**src/rtl/biriscv_defs.sv**
```systemverilog
// Shared RV32I opcode/funct constants, ALU op encodings and
// the execute-stage result bundle.
package biriscv_defs;

    localparam logic [6:0] OPC_OP     = 7'b0110011;
    localparam logic [6:0] OPC_OP_IMM = 7'b0010011;
    localparam logic [6:0] OPC_LUI    = 7'b0110111;
    localparam logic [6:0] OPC_AUIPC  = 7'b0010111;
    localparam logic [6:0] OPC_JAL    = 7'b1101111;
    localparam logic [6:0] OPC_JALR   = 7'b1100111;
    localparam logic [6:0] OPC_BRANCH = 7'b1100011;

    localparam logic [2:0] F3_ADD  = 3'b000;
    localparam logic [2:0] F3_SLL  = 3'b001;
    localparam logic [2:0] F3_SLT  = 3'b010;
    localparam logic [2:0] F3_SLTU = 3'b011;
    localparam logic [2:0] F3_XOR  = 3'b100;
    localparam logic [2:0] F3_SR   = 3'b101;
    localparam logic [2:0] F3_OR   = 3'b110;
    localparam logic [2:0] F3_AND  = 3'b111;

    localparam logic [2:0] F3_BEQ  = 3'b000;
    localparam logic [2:0] F3_BNE  = 3'b001;
    localparam logic [2:0] F3_BLT  = 3'b100;
    localparam logic [2:0] F3_BGE  = 3'b101;
    localparam logic [2:0] F3_BLTU = 3'b110;
    localparam logic [2:0] F3_BGEU = 3'b111;

    typedef enum logic [3:0] {
        ALU_ADD,
        ALU_SUB,
        ALU_AND,
        ALU_OR,
        ALU_XOR,
        ALU_SLL,
        ALU_SRL,
        ALU_SRA,
        ALU_SLT,
        ALU_SLTU
    } alu_op_e;

    typedef struct packed {
        logic        wb_valid;
        logic [4:0]  rd;
        logic [31:0] value;
        logic        br_request;
        logic        br_taken;
        logic [31:0] br_pc;
    } ex_wb_t;

    // funct3 values 010/011 are reserved in the BRANCH space.
    function automatic logic br_f3_ok(input logic [2:0] f3);
        return (f3 != 3'b010) && (f3 != 3'b011);
    endfunction

endpackage

```
**src/rtl/biriscv_alu.sv**
```systemverilog
// Single-cycle RV32I ALU; also exports compare flags derived from
// one 33-bit subtract so the branch unit shares the same datapath.
module biriscv_alu
    import biriscv_defs::*;
(
    input  alu_op_e     op_i,
    input  logic [31:0] a_i,
    input  logic [31:0] b_i,
    output logic [31:0] result_o,
    output logic        eq_o,
    output logic        lt_o,
    output logic        ltu_o
);

    logic [32:0] diff;

    assign diff  = {1'b0, a_i} - {1'b0, b_i};
    assign eq_o  = (diff[31:0] == 32'd0);
    assign ltu_o = diff[32];
    // Differing signs decide directly; otherwise the difference sign does.
    assign lt_o  = (a_i[31] != b_i[31]) ? a_i[31] : diff[31];

    always_comb begin
        result_o = 32'd0;
        unique case (op_i)
            ALU_ADD:  result_o = a_i + b_i;
            ALU_SUB:  result_o = diff[31:0];
            ALU_AND:  result_o = a_i & b_i;
            ALU_OR:   result_o = a_i | b_i;
            ALU_XOR:  result_o = a_i ^ b_i;
            ALU_SLL:  result_o = a_i << b_i[4:0];
            ALU_SRL:  result_o = a_i >> b_i[4:0];
            ALU_SRA:  result_o = $signed(a_i) >>> b_i[4:0];
            ALU_SLT:  result_o = {31'd0, lt_o};
            ALU_SLTU: result_o = {31'd0, ltu_o};
            default:  result_o = 32'd0;
        endcase
    end

endmodule

```
**src/rtl/biriscv_exec_stage.sv**
```systemverilog
// RV32I execute stage: combinational decode and ALU feeding one
// output register holding the writeback and branch-resolution results.
module biriscv_exec_stage
    import biriscv_defs::*;
(
    input  logic        clk_i,
    input  logic        rst_ni,
    input  logic        opcode_valid_i,
    input  logic [31:0] opcode_opcode_i,
    input  logic [31:0] opcode_pc_i,
    input  logic [31:0] opcode_ra_operand_i,
    input  logic [31:0] opcode_rb_operand_i,
    input  logic        hold_i,
    input  logic        squash_i,
    output logic        writeback_valid_o,
    output logic [4:0]  writeback_rd_o,
    output logic [31:0] writeback_value_o,
    output logic        branch_request_o,
    output logic        branch_is_taken_o,
    output logic [31:0] branch_pc_o
);

    logic [6:0]  opc;
    logic [2:0]  funct3;
    logic [4:0]  rd;
    logic        alt;
    logic [31:0] imm_i;
    logic [31:0] imm_u;
    logic [31:0] imm_b;
    logic [31:0] imm_j;

    assign opc    = opcode_opcode_i[6:0];
    assign funct3 = opcode_opcode_i[14:12];
    assign rd     = opcode_opcode_i[11:7];
    assign alt    = opcode_opcode_i[30];

    assign imm_i = {{20{opcode_opcode_i[31]}},
                    opcode_opcode_i[31:20]};
    assign imm_u = {opcode_opcode_i[31:12], 12'd0};
    assign imm_b = {{19{opcode_opcode_i[31]}},
                    opcode_opcode_i[31],
                    opcode_opcode_i[7],
                    opcode_opcode_i[30:25],
                    opcode_opcode_i[11:8], 1'b0};
    assign imm_j = {{11{opcode_opcode_i[31]}},
                    opcode_opcode_i[31],
                    opcode_opcode_i[19:12],
                    opcode_opcode_i[20],
                    opcode_opcode_i[30:21], 1'b0};

    logic [31:0] pc_plus4;
    logic [31:0] jal_tgt;
    logic [31:0] jalr_sum;
    logic [31:0] jalr_tgt;
    logic [31:0] br_tgt;

    assign pc_plus4 = opcode_pc_i + 32'd4;
    assign jal_tgt  = opcode_pc_i + imm_j;
    assign jalr_sum = opcode_ra_operand_i + imm_i;
    assign jalr_tgt = {jalr_sum[31:1], 1'b0};
    assign br_tgt   = opcode_pc_i + imm_b;

    alu_op_e     alu_op;
    logic [31:0] alu_a;
    logic [31:0] alu_b;
    logic [31:0] alu_res;
    logic        alu_eq;
    logic        alu_lt;
    logic        alu_ltu;
    logic        wb_en;
    logic        is_jump;
    logic        is_br;
    logic [31:0] xfer_tgt;

    always_comb begin
        alu_op   = ALU_ADD;
        alu_a    = opcode_ra_operand_i;
        alu_b    = opcode_rb_operand_i;
        wb_en    = 1'b0;
        is_jump  = 1'b0;
        is_br    = 1'b0;
        xfer_tgt = br_tgt;
        unique case (1'b1)
            (opc == OPC_OP): begin
                wb_en = 1'b1;
                case (funct3)
                    F3_ADD:  alu_op = alt ? ALU_SUB : ALU_ADD;
                    F3_SLL:  alu_op = ALU_SLL;
                    F3_SLT:  alu_op = ALU_SLT;
                    F3_SLTU: alu_op = ALU_SLTU;
                    F3_XOR:  alu_op = ALU_XOR;
                    F3_SR:   alu_op = alt ? ALU_SRA : ALU_SRL;
                    F3_OR:   alu_op = ALU_OR;
                    default: alu_op = ALU_AND;
                endcase
            end
            (opc == OPC_OP_IMM): begin
                wb_en = 1'b1;
                alu_b = imm_i;
                case (funct3)
                    F3_ADD:  alu_op = ALU_ADD;
                    F3_SLL:  alu_op = ALU_SLL;
                    F3_SLT:  alu_op = ALU_SLT;
                    F3_SLTU: alu_op = ALU_SLTU;
                    F3_XOR:  alu_op = ALU_XOR;
                    F3_SR:   alu_op = alt ? ALU_SRA : ALU_SRL;
                    F3_OR:   alu_op = ALU_OR;
                    default: alu_op = ALU_AND;
                endcase
            end
            (opc == OPC_LUI): begin
                wb_en = 1'b1;
                alu_a = 32'd0;
                alu_b = imm_u;
            end
            (opc == OPC_AUIPC): begin
                wb_en = 1'b1;
                alu_a = opcode_pc_i;
                alu_b = imm_u;
            end
            (opc == OPC_JAL): begin
                wb_en    = 1'b1;
                is_jump  = 1'b1;
                alu_a    = opcode_pc_i;
                alu_b    = 32'd4;
                xfer_tgt = jal_tgt;
            end
            (opc == OPC_JALR): begin
                wb_en    = 1'b1;
                is_jump  = 1'b1;
                alu_a    = opcode_pc_i;
                alu_b    = 32'd4;
                xfer_tgt = jalr_tgt;
            end
            (opc == OPC_BRANCH): begin
                alu_op = ALU_SUB;
                is_br  = br_f3_ok(funct3);
            end
            default: ;
        endcase
    end

    biriscv_alu u_alu (
        .op_i     (alu_op),
        .a_i      (alu_a),
        .b_i      (alu_b),
        .result_o (alu_res),
        .eq_o     (alu_eq),
        .lt_o     (alu_lt),
        .ltu_o    (alu_ltu)
    );

    logic br_cond;
    logic take;

    always_comb begin
        br_cond = 1'b0;
        case (funct3)
            F3_BEQ:  br_cond = alu_eq;
            F3_BNE:  br_cond = !alu_eq;
            F3_BLT:  br_cond = alu_lt;
            F3_BGE:  br_cond = !alu_lt;
            F3_BLTU: br_cond = alu_ltu;
            F3_BGEU: br_cond = !alu_ltu;
            default: br_cond = 1'b0;
        endcase
    end

    assign take = is_jump | (is_br & br_cond);

    ex_wb_t d;
    ex_wb_t q;

    always_comb begin
        d            = '0;
        d.wb_valid   = opcode_valid_i & wb_en & (rd != 5'd0);
        d.rd         = rd;
        d.value      = alu_res;
        d.br_request = opcode_valid_i & (is_jump | is_br);
        d.br_taken   = opcode_valid_i & take;
        d.br_pc      = take ? xfer_tgt : pc_plus4;
    end

    // Squash only kills the valid flags; data registers keep their contents.
    always_ff @(posedge clk_i) begin
        if (!rst_ni) begin
            q <= '0;
        end else if (squash_i) begin
            q.wb_valid   <= 1'b0;
            q.br_request <= 1'b0;
        end else if (!hold_i) begin
            q <= d;
        end
    end

    assign writeback_valid_o = q.wb_valid;
    assign writeback_rd_o    = q.rd;
    assign writeback_value_o = q.value;
    assign branch_request_o  = q.br_request;
    assign branch_is_taken_o = q.br_taken;
    assign branch_pc_o       = q.br_pc;

endmodule

```
**config.mk**
```make
export PLATFORM = sky130hd
export DESIGN_NAME = biriscv_exec_stage
export DESIGN_NICKNAME = d
export VERILOG_FILES = /design/src/rtl/biriscv_defs.sv /design/src/rtl/biriscv_alu.sv /design/src/rtl/biriscv_exec_stage.sv
export SDC_FILE = /design/constraint.sdc
export NUM_CORES = 1
export LEC_CHECK = 0
export CAP_MARGIN = 20
export CORE_MARGIN = 3
export CORE_UTILIZATION = 35
export CTS_CLUSTER_SIZE = 16
export DETAILED_ROUTE_END_ITERATION = 6
export SKIP_LAST_GASP = 1
export SYNTH_ARGS = -nofsm -noshare
export SYNTH_HDL_FRONTEND = slang
export SYNTH_SLANG_ARGS = --single-unit
```
**constraint.sdc**
```tcl
create_clock -name clk_i -period 9.6 [get_ports clk_i]
set_input_delay 1.44 -clock clk_i [delete_from_list [all_inputs] [get_ports clk_i]]
set_output_delay 1.44 -clock clk_i [all_outputs]
set_load 0.01 [all_outputs]
```
After elaboration in Yosys (flattened, before gate mapping)
Index checks and enable logic that the tools add are counted.
- output and inout port bits: 72
- logic and storage cells: 83
- input port bits: 133
- flip-flop bits (word level): 72
- shift operators: 3
- add/subtract/negate cells: 6
- reductions and logical operators: 14
- bitwise logic cells: 13
- equality and inequality tests: 26
- muxes and demuxes: 15
- operator list (operator ; count):
    case mux 32 bit (10 select lines) ; 1
    adder 32 bit ; 4
    case mux 32 bit (2 select lines) ; 2
    case mux 32 bit (3 select lines) ; 1
    case mux 4 bit (7 select lines) ; 2
    subtractor 32 x 32 -> 33 bit ; 1
    adder 32 x 3 -> 32 bit, second input constant ; 1
    bitwise AND 32 bit ; 1
    zero test 32 bit ; 1
    two-way mux 32 bit ; 1
    bitwise OR 32 bit ; 1
    << shifter 32 x 5 -> 32 bit ; 1
    >> shifter 32 x 5 -> 32 bit ; 1
    >>> shifter 32 x 5 -> 32 bit ; 1
    bitwise XOR 32 bit ; 1
    == test 7 bit, second input constant ; 3
    == test 4 x 3 -> 1 bit, second input constant ; 4
    == test 7 x 5 -> 1 bit, second input constant ; 2
    == test 7 x 6 -> 1 bit, second input constant ; 2
    == test 3 bit, second input constant ; 4
    case mux 4 bit (3 select lines) ; 1
    == test 4 x 2 -> 1 bit, second input constant ; 2
    == test 4 bit, second input constant ; 2
    == test 3 x 2 -> 1 bit, second input constant ; 2
    18 further kinds ; 35

Depth between registers and ports, before layout
Gate-level depths: netlist of run 1.
- depth after elaboration: 10
- gate-level depth with buffers: 34
- mapped depth without buffers: 30

Modules after synthesis
Synthesis of run 1 repeated with hierarchy kept, for this count alone.
- cells, all modules: 2383
- area, all modules: 16574.6 µm²
- modules (own cells, without submodules) (module ; times used ; area each (µm²) ; cells each ; seq. area each (µm²)):
    biriscv_alu ; 1 ; 8675.8 ; 1332 ; 0.0
    biriscv_exec_stage ; 1 ; 7898.8 ; 1051 ; 1441.4

Worst setup path before layout of run 1
No wires, ideal clock.
- kind: input -> register
- from: input port opcode_opcode_i[6]
- to: register q, in the netlist branch_pc_o[29]
- stages: 34
- setup time: 122 ps
- arrival time: 8074 ps
- buffers on the path: 6
- required time: 9478 ps
- slack: 1405 ps
- cells stage by stage: and3b_1 and4_1 clkbuf_1 nor2_1 clkbuf_1 buf_1 nand2_1 clkbuf_1 o21a_1 ha_1 clkbuf_1 nor4_1 o21ai_0 a311oi_1 nor3_1 a21o_1 nand2_1 a31oi_1 o31a_1 nor2_1 nor2_1 o21bai_1 fa_1 nor2_1 o2111ai_1 nor4_1 nand4_1 nor4_1 nand4_1 nor3_4 a2bb2oi_4 buf_4 a21oi_1 a221o_1
- cells in the longest elaborated chain, start to end: 10
- elaborated cells between the ends (all ways): 25
- those cells by class: add/sub: 1; eq/ne: 7; mux: 8; bitwise: 2; reduce/logical: 7
- ends and longest elaborated chain (element ; RTL line ; source):
    start: declaration ; biriscv_exec_stage.sv:9 ; input logic [31:0] opcode_opcode_i,
    == test 7 x 5 -> 1 bit (tied with other cells) ; biriscv_exec_stage.sv:116 ; (opc == OPC_AUIPC): begin
    OR reduction 3 bit (no source line) / OR reduction 2 bit (equally long branches) ; n/a ;
    case mux 32 bit (2 select lines) / case mux 32 bit (3 select lines) (equally long branches) ; biriscv_exec_stage.sv:83 ; unique case (1'b1)
    subtractor 32 x 32 -> 33 bit / inequality test 1 bit (equally long branches) ; biriscv_alu.sv:17, biriscv_alu.sv:21 ;
    zero test 32 bit / two-way mux 1 bit (equally long branches) ; biriscv_alu.sv:18, biriscv_alu.sv:21 ;
    zero test 1 bit, on equally long branches ; biriscv_exec_stage.sv:160, biriscv_exec_stage.sv:162 ;
    case mux 1 bit (6 select lines) ; biriscv_exec_stage.sv:158 ; case (funct3)
    bitwise AND 1 bit ; biriscv_exec_stage.sv:169 ; assign take = is_jump | (is_br & br_cond);
    bitwise OR 1 bit ; biriscv_exec_stage.sv:169 ;
    two-way mux 32 bit (*) ; biriscv_exec_stage.sv:181 ; d.br_pc = take ? xfer_tgt : pc_plus4;
    end: declaration ; biriscv_exec_stage.sv:172 ; ex_wb_t q;
Mark *: on every way between the ends. The rest lies on a longest branch, timed or not.
A chain may end at the register's enable or synchronous reset.

Final worst setup path of run 1
- from: input port opcode_opcode_i[5]
- to: register q, in the netlist branch_pc_o[27]
Same word-level chain as after synthesis.

==> results of run 1 <==
[cells in the mapped netlist (48+ instances only)]
master and instances:
nand2_1 269, a21oi_1 207, o21ai_0 197, nor2_1 191, ha_1 158, clkbuf_1 124, mux2i_1 111, inv_1 110
nand3_1 77, dfxtp_1 72, nor3_1 72, xnor2_1 62, a211oi_1 48
[flip-flops by register name, indices dropped and copies added, names as in the netlist]
signal,flops
branch_request_o,1
writeback_value_o,32
branch_is_taken_o,1
writeback_rd_o,5
writeback_valid_o,1
branch_pc_o,32
[report_power, final]
| part | total [mW] | leakage, nW | switching [mW] | internal, mW |
|---|---|---|---|---|
| clock network | 0.444 | 0.173 | 0.175 | 0.269 |
| registers | 0.331 | 0.591 | 0.0134 | 0.318 |
| logic | 1.38 | 7.67 | 0.883 | 0.495 |
| total | 2.15 | 8.43 | 1.07 | 1.08 |
[final timing paths]
kind / start / end / slack [ps]
hold reg to reg: writeback_rd_o[2]$_SDFFE_PN0P_ / writeback_rd_o[2]$_SDFFE_PN0P_ / 460
setup reg to reg: writeback_value_o[29]$_SDFFE_PN0P_ / writeback_value_o[29]$_SDFFE_PN0P_ / 8500
setup / recovery: opcode_opcode_i[5] / branch_pc_o[27]$_SDFFE_PN0P_ / 610
hold / removal: writeback_rd_o[2]$_SDFFE_PN0P_ / writeback_rd_o[2]$_SDFFE_PN0P_ / 460
[metrics by stage]
| step | hold slack, ps | util [%] | instances | cell area, sq um |
|---|---|---|---|---|
| 3_3_place_gp | 449.0 | 42.07 | 3267 | 20210 |
| 6_report | 462.6 | 42.87 | 3288 | 20600 |
| 5_1_grt | 477.9 | 42.87 | 3287 | 20600 |
| 4_1_cts | 465.5 | 42.87 | 3287 | 20600 |
| 2_1_floorplan | 479.2 | - | 2499 | 17120 |
| 3_5_place_dp | 438.3 | 42.13 | 3271 | 20240 |
[logic make-up (layout without fill, tap and decap cells)]
logic type | Yosys count | after routing | share of synthesized area [%]
compound gates | 923 | 923 | 36.38
other cells | 0 | 1 | 0
fa+ha+maj | 163 | 163 | 12.13
mux | 156 | 156 | 9.448
buf+inv | 274 | 447 | 6.138
xor+xnor | 98 | 98 | 5.056
simple gates | 813 | 813 | 22.43
flops | 72 | 72 | 8.417
[layout make-up]
| class | instances | area, sq um | area share [%] |
|---|---|---|---|
| multi-input cells | 2153 | 14700 | 71.36 |
| diodes | 1 | 2.502 | 0.01215 |
| repair buffers | 315 | 2895 | 14.06 |
| inverters | 116 | 435.4 | 2.114 |
| clock buffers | 12 | 256.5 | 1.245 |
| flip-flops and latches | 72 | 1441 | 6.997 |
| well taps | 615 | 769.5 | 3.736 |
| clock inverters | 4 | 98.84 | 0.4799 |
[routing by layer]
layer / track usage [%] / up-vias
met3: 6.086 / 252
met4: 18.77 / 2
met2: 62.50 / 1329
met5: 0 / -
li1: - / 9725
met1: 49.84 / 10520
[worst register-to-register path, cell delays in order, from the launching register on]
cell and delay (ps):
dfxtp_1 340, o21ai_0 110, or4_1 500, nand3_1 100
==> flow_metrics.env, run 1 <==
export IMPL_top_layer="met5"
export IMPL_drtIter0Drc=2565
export IMPL_max_freq_ghz=0.1113
export IMPL_cts_repair_resized=0
export IMPL_grt_pass1_wl_mm=145.6
export IMPL_gp_congestion=1.018
export IMPL_status="finished clean"
export IMPL_avgSynthCellArea_sq_um=6.852
export IMPL_io_pins=205
export IMPL_cp_slowest_cell="clkdlybuf4s50_1"
export IMPL_crit_top_cell="buf_4"
export IMPL_period_needed_ps=8987
export IMPL_yosysTopAreaCell="ha_1"
export IMPL_hold_buffers=0
export IMPL_min_path_type="flop to flop"
export IMPL_synth_area_leaders="ha_1 12%, dfxtp_1 8.4%, mux2i_1 6.5%"
export IMPL_synth_nets=2795
export IMPL_dpl_worst_slack_ps=301.5
export IMPL_ys_seq_area_share_pct=8.417
export IMPL_final_cell_mix="269 x nand2_1, 206 x a21oi_1, 203 x clkdlybuf4s50_1"
export IMPL_cp_arrival_ps=9270
export IMPL_drive_above_1_share_pct=8.496
export IMPL_nFillCells=5037
export IMPL_finalWorstSetupSlack_ps=612.5
export IMPL_final_common_cell="nand2_1"
export IMPL_track_usage_pct=38.49
export IMPL_crit_path_max_fanout=12
export IMPL_drc=0
export IMPL_slowest_delay_ps=590
export IMPL_synth_edff_count=0
export IMPL_synthDistinctLibCells=89
export IMPL_cts_setup_buffers=0
export IMPL_whs_path_depth=2
export IMPL_clkTransAtPathRegs_ps=70
export IMPL_wl_met1_mm=41.86
export IMPL_syn2layout_area_growth_pct=20.29
export IMPL_initial_core_util_pct=35.64
export IMPL_finClkSkew_ps=0
export IMPL_io_buffer_count=204
export IMPL_syn_inst=2499
export IMPL_fin_crit_sh_pct=93.62
export IMPL_cts_root_buffer="clkbuf_16"
export IMPL_grt_overflow_total=0
export IMPL_wirelength_mm=102.3
export IMPL_grt_max_degree=59
export IMPL_dp_hpwl_mm=83.48
export IMPL_clockBufferDepth=2
export IMPL_first_pass_iters=6
export IMPL_report_final_slew_viol_count=0
export IMPL_htree_levels=3
export IMPL_tritoncts="built"
export IMPL_async_reset_ff_share_pct=0
export IMPL_cts_sinks=72
export IMPL_end_kind="flop"
export IMPL_dr_wl_met3_mm=8.587
export IMPL_critPathKind="input pin to flop"
export IMPL_nNetsFinal=2963
export IMPL_rows=80
export IMPL_drt_vias_per_instance=6.637
export IMPL_die_h_um=227.2
export IMPL_ys_warnings_count=0
export IMPL_setup_tns_ps=0
export IMPL_wl_per_cell_um=31.11
export IMPL_syn_cell_area_sq_um=17120
export IMPL_grt_pass1_vias=20600
export IMPL_synth_seq_cells=72
export IMPL_hold_viol_final=0
export IMPL_ys_flop_type="dfxtp_1"
export IMPL_core_area_sq_um=48050
export IMPL_power_density_nw_per_um2=104.5
export IMPL_ant_nets=0
export IMPL_met2_length_mm=45.87
export IMPL_maxCapViolCount=0
export IMPL_tightest_slew_ps=1351
export IMPL_vias=21820
export IMPL_crit_cells=32
export IMPL_cp_top_family="simple AND/OR/NAND/NOR gates"
export IMPL_r2r_cells=3
export IMPL_critPathBufInv=6
export IMPL_power_mw=2.153
export IMPL_crit_required_ps=9880
export IMPL_die_x_um=227.2
export IMPL_antenna_found_initial=2
export IMPL_p_leak_nw=8.431
export IMPL_rsz0062_at_grt="false"
export IMPL_ir_worst_vdd_mv=0.07587
export IMPL_synthDominantCellAreaShare_pct=11.54
export IMPL_clk_latency_ps=390
export IMPL_numCtsBuffers=9
export IMPL_final_setup_viol_count=0
export IMPL_setup_worst_path_start_class="input pin"
export IMPL_slew_headroom_pct=9.717
export IMPL_dieArea_sq_um=51620
Note: power is estimated with default switching activity, not from simulation.
==> inputs of run 2 (changes only) <==
- CORE_MARGIN: 3 -> not set
==> run 2 against run 1 <==
Effect of this change:
- largest power group unchanged
- clock power hardly changed
- die area is 3.5% lower
- power is 0.83% lower
==> flow_metrics.env, run 2 (same netlist as run 1, synthesis figures left out) <==
export IMPL_final_setup_viol_count=0
export IMPL_vias=21790
export IMPL_antenna_found_initial=4
export IMPL_worst_hold_slack_ps=466.6
export IMPL_tightest_slew_ps=1203
export IMPL_max_freq_ghz=0.1086
export IMPL_p_leak_nw=8.444
export IMPL_rows=80
export IMPL_track_usage_pct=38.84
export IMPL_drtIter0Drc=2540
export IMPL_dieArea_sq_um=49810
export IMPL_tritoncts="built"
export IMPL_io_buffer_count=204
export IMPL_wl_per_cell_um=30.16
export IMPL_cts_setup_buffers=0
export IMPL_dpl_worst_slack_ps=41.33
export IMPL_r2r_cells=3
export IMPL_grt_max_degree=64
export IMPL_crit_path_max_fanout=23
export IMPL_critPathKind="input pin to flop"
export IMPL_drc=0
export IMPL_setup_worst_path_start_class="input pin"
export IMPL_finClkSkew_ps=0
export IMPL_hold_buffers=0
export IMPL_final_common_cell="nand2_1"
export IMPL_clk_latency_ps=400
export IMPL_numCtsBuffers=9
export IMPL_slew_headroom_pct=19.82
export IMPL_period_needed_ps=9205
export IMPL_nNetsFinal=2966
export IMPL_cts_repair_resized=0
export IMPL_cp_slowest_cell="a21oi_2"
export IMPL_maxCapViolCount=0
export IMPL_status="finished clean"
export IMPL_clockBufferDepth=2
export IMPL_clkTransAtPathRegs_ps=70
export IMPL_fin_crit_sh_pct=95.89
export IMPL_drive_above_1_share_pct=8.601
export IMPL_cts_sinks=72
export IMPL_setup_tns_ps=0
export IMPL_wirelength_mm=99.20
export IMPL_regArea_sq_um=1441
export IMPL_ant_nets=0
export IMPL_rsz0062_at_grt="false"
export IMPL_drt_vias_per_instance=6.624
export IMPL_whs_path_depth=2
export IMPL_die_x_um=223.2
export IMPL_nFillCells=5087
export IMPL_grt_overflow_total=0
export IMPL_finalWorstSetupSlack_ps=395.0
export IMPL_first_pass_iters=5
export IMPL_power_density_nw_per_um2=103.4
export IMPL_hold_viol_final=0
export IMPL_cp_arrival_ps=9490
export IMPL_ir_worst_vdd_mv=0.07708
export IMPL_grt_pass1_vias=20590
export IMPL_io_pins=205
export IMPL_report_final_slew_viol_count=0
export IMPL_dp_hpwl_mm=80.77
export IMPL_crit_required_ps=9890
export IMPL_grt_pass1_wl_mm=141.9
export IMPL_multi_input_area_sq_um=14710
export IMPL_gp_congestion=1.040
export IMPL_min_path_type="flop to flop"
export IMPL_htree_levels=3
export IMPL_syn2layout_area_growth_pct=20.59
export IMPL_initial_core_util_pct=35.64
export IMPL_crit_top_cell="nor2_1"
export IMPL_die_h_um=223.2
export IMPL_slowest_delay_ps=910
export IMPL_end_kind="flop"
export IMPL_antennaDiodeCount=0
export IMPL_cts_root_buffer="clkbuf_16"
export IMPL_power_mw=2.136
export IMPL_core_area_sq_um=48050
export IMPL_final_cell_mix="269 x nand2_1, 206 x a21oi_1, 203 x clkdlybuf4s50_1"
run 2: cell count changes in the layout (fill, tap and decap cells not counted):
cell             delta
buf_16              +1
diode_2             -1
nor3_1              -1
o311ai_1            -1
clkbuf_8            -2
clkdlybuf4s18_2     +1
buf_1               +1
o311ai_2            +1
buf_4               +3
buf_2               -2
buf_8               -1
nor3_2              +1
bufinv_16           +1
run 2: power breakdown:
part           total, mW  switching (mW)  internal, mW
Combinational       1.36           0.865         0.496
Clock              0.443           0.164         0.279
Sequential         0.331          0.0129         0.318
run 2: final cells by class:
class | instances | share of cell area [%]
clock inverters | 5 | 0.6241
well taps | 615 | 3.726
inverters | 116 | 2.109
multi-input cells | 2153 | 71.24
clock buffers | 10 | 1.109
repair buffers | 318 | 14.21
flip-flops and latches | 72 | 6.980
run 2: worst max-delay path: cells and delay by family:
| kind | cells | cell delay (ps) |
|---|---|---|
| adders and majority gates | 2 | 770 |
| and+or+nand+nor | 14 | 2190 |
| AOI/OAI and AO/OA | 11 | 4340 |
| buffers and inverters | 2 | 720 |
run 2: final timing paths:
path	start	endpoint	slack (ps)
worst max-delay path	opcode_opcode_i[4]	branch_pc_o[23]$_SDFFE_PN0P_	400
worst min-delay path	branch_pc_o[0]$_SDFFE_PN0P_	branch_pc_o[0]$_SDFFE_PN0P_	470
worst max register to register	writeback_value_o[29]$_SDFFE_PN0P_	writeback_value_o[29]$_SDFFE_PN0P_	8520
worst min register to register	branch_pc_o[0]$_SDFFE_PN0P_	branch_pc_o[0]$_SDFFE_PN0P_	470
run 2: per-stage QoR:
| step | util, % | instance area [sq um] | std cells |
|---|---|---|---|
| 6_report | 42.98 | 20650 | 3289 |
| 3_3_place_gp | 42.14 | 20250 | 3270 |
| 4_1_cts | 42.92 | 20620 | 3288 |
| 5_1_grt | 42.98 | 20650 | 3289 |
| 2_1_floorplan | - | 17120 | 2499 |
| 3_5_place_dp | 42.18 | 20260 | 3273 |
run 2: metal layers:
metal	global-route usage, %	wire length (um)	vias to the layer above
li1	-	-	9720
met1	49.14	40160	10450
met2	61.32	43090	1356
met3	7.533	9375	260
met4	22.45	6553	2
met5	0	14	-
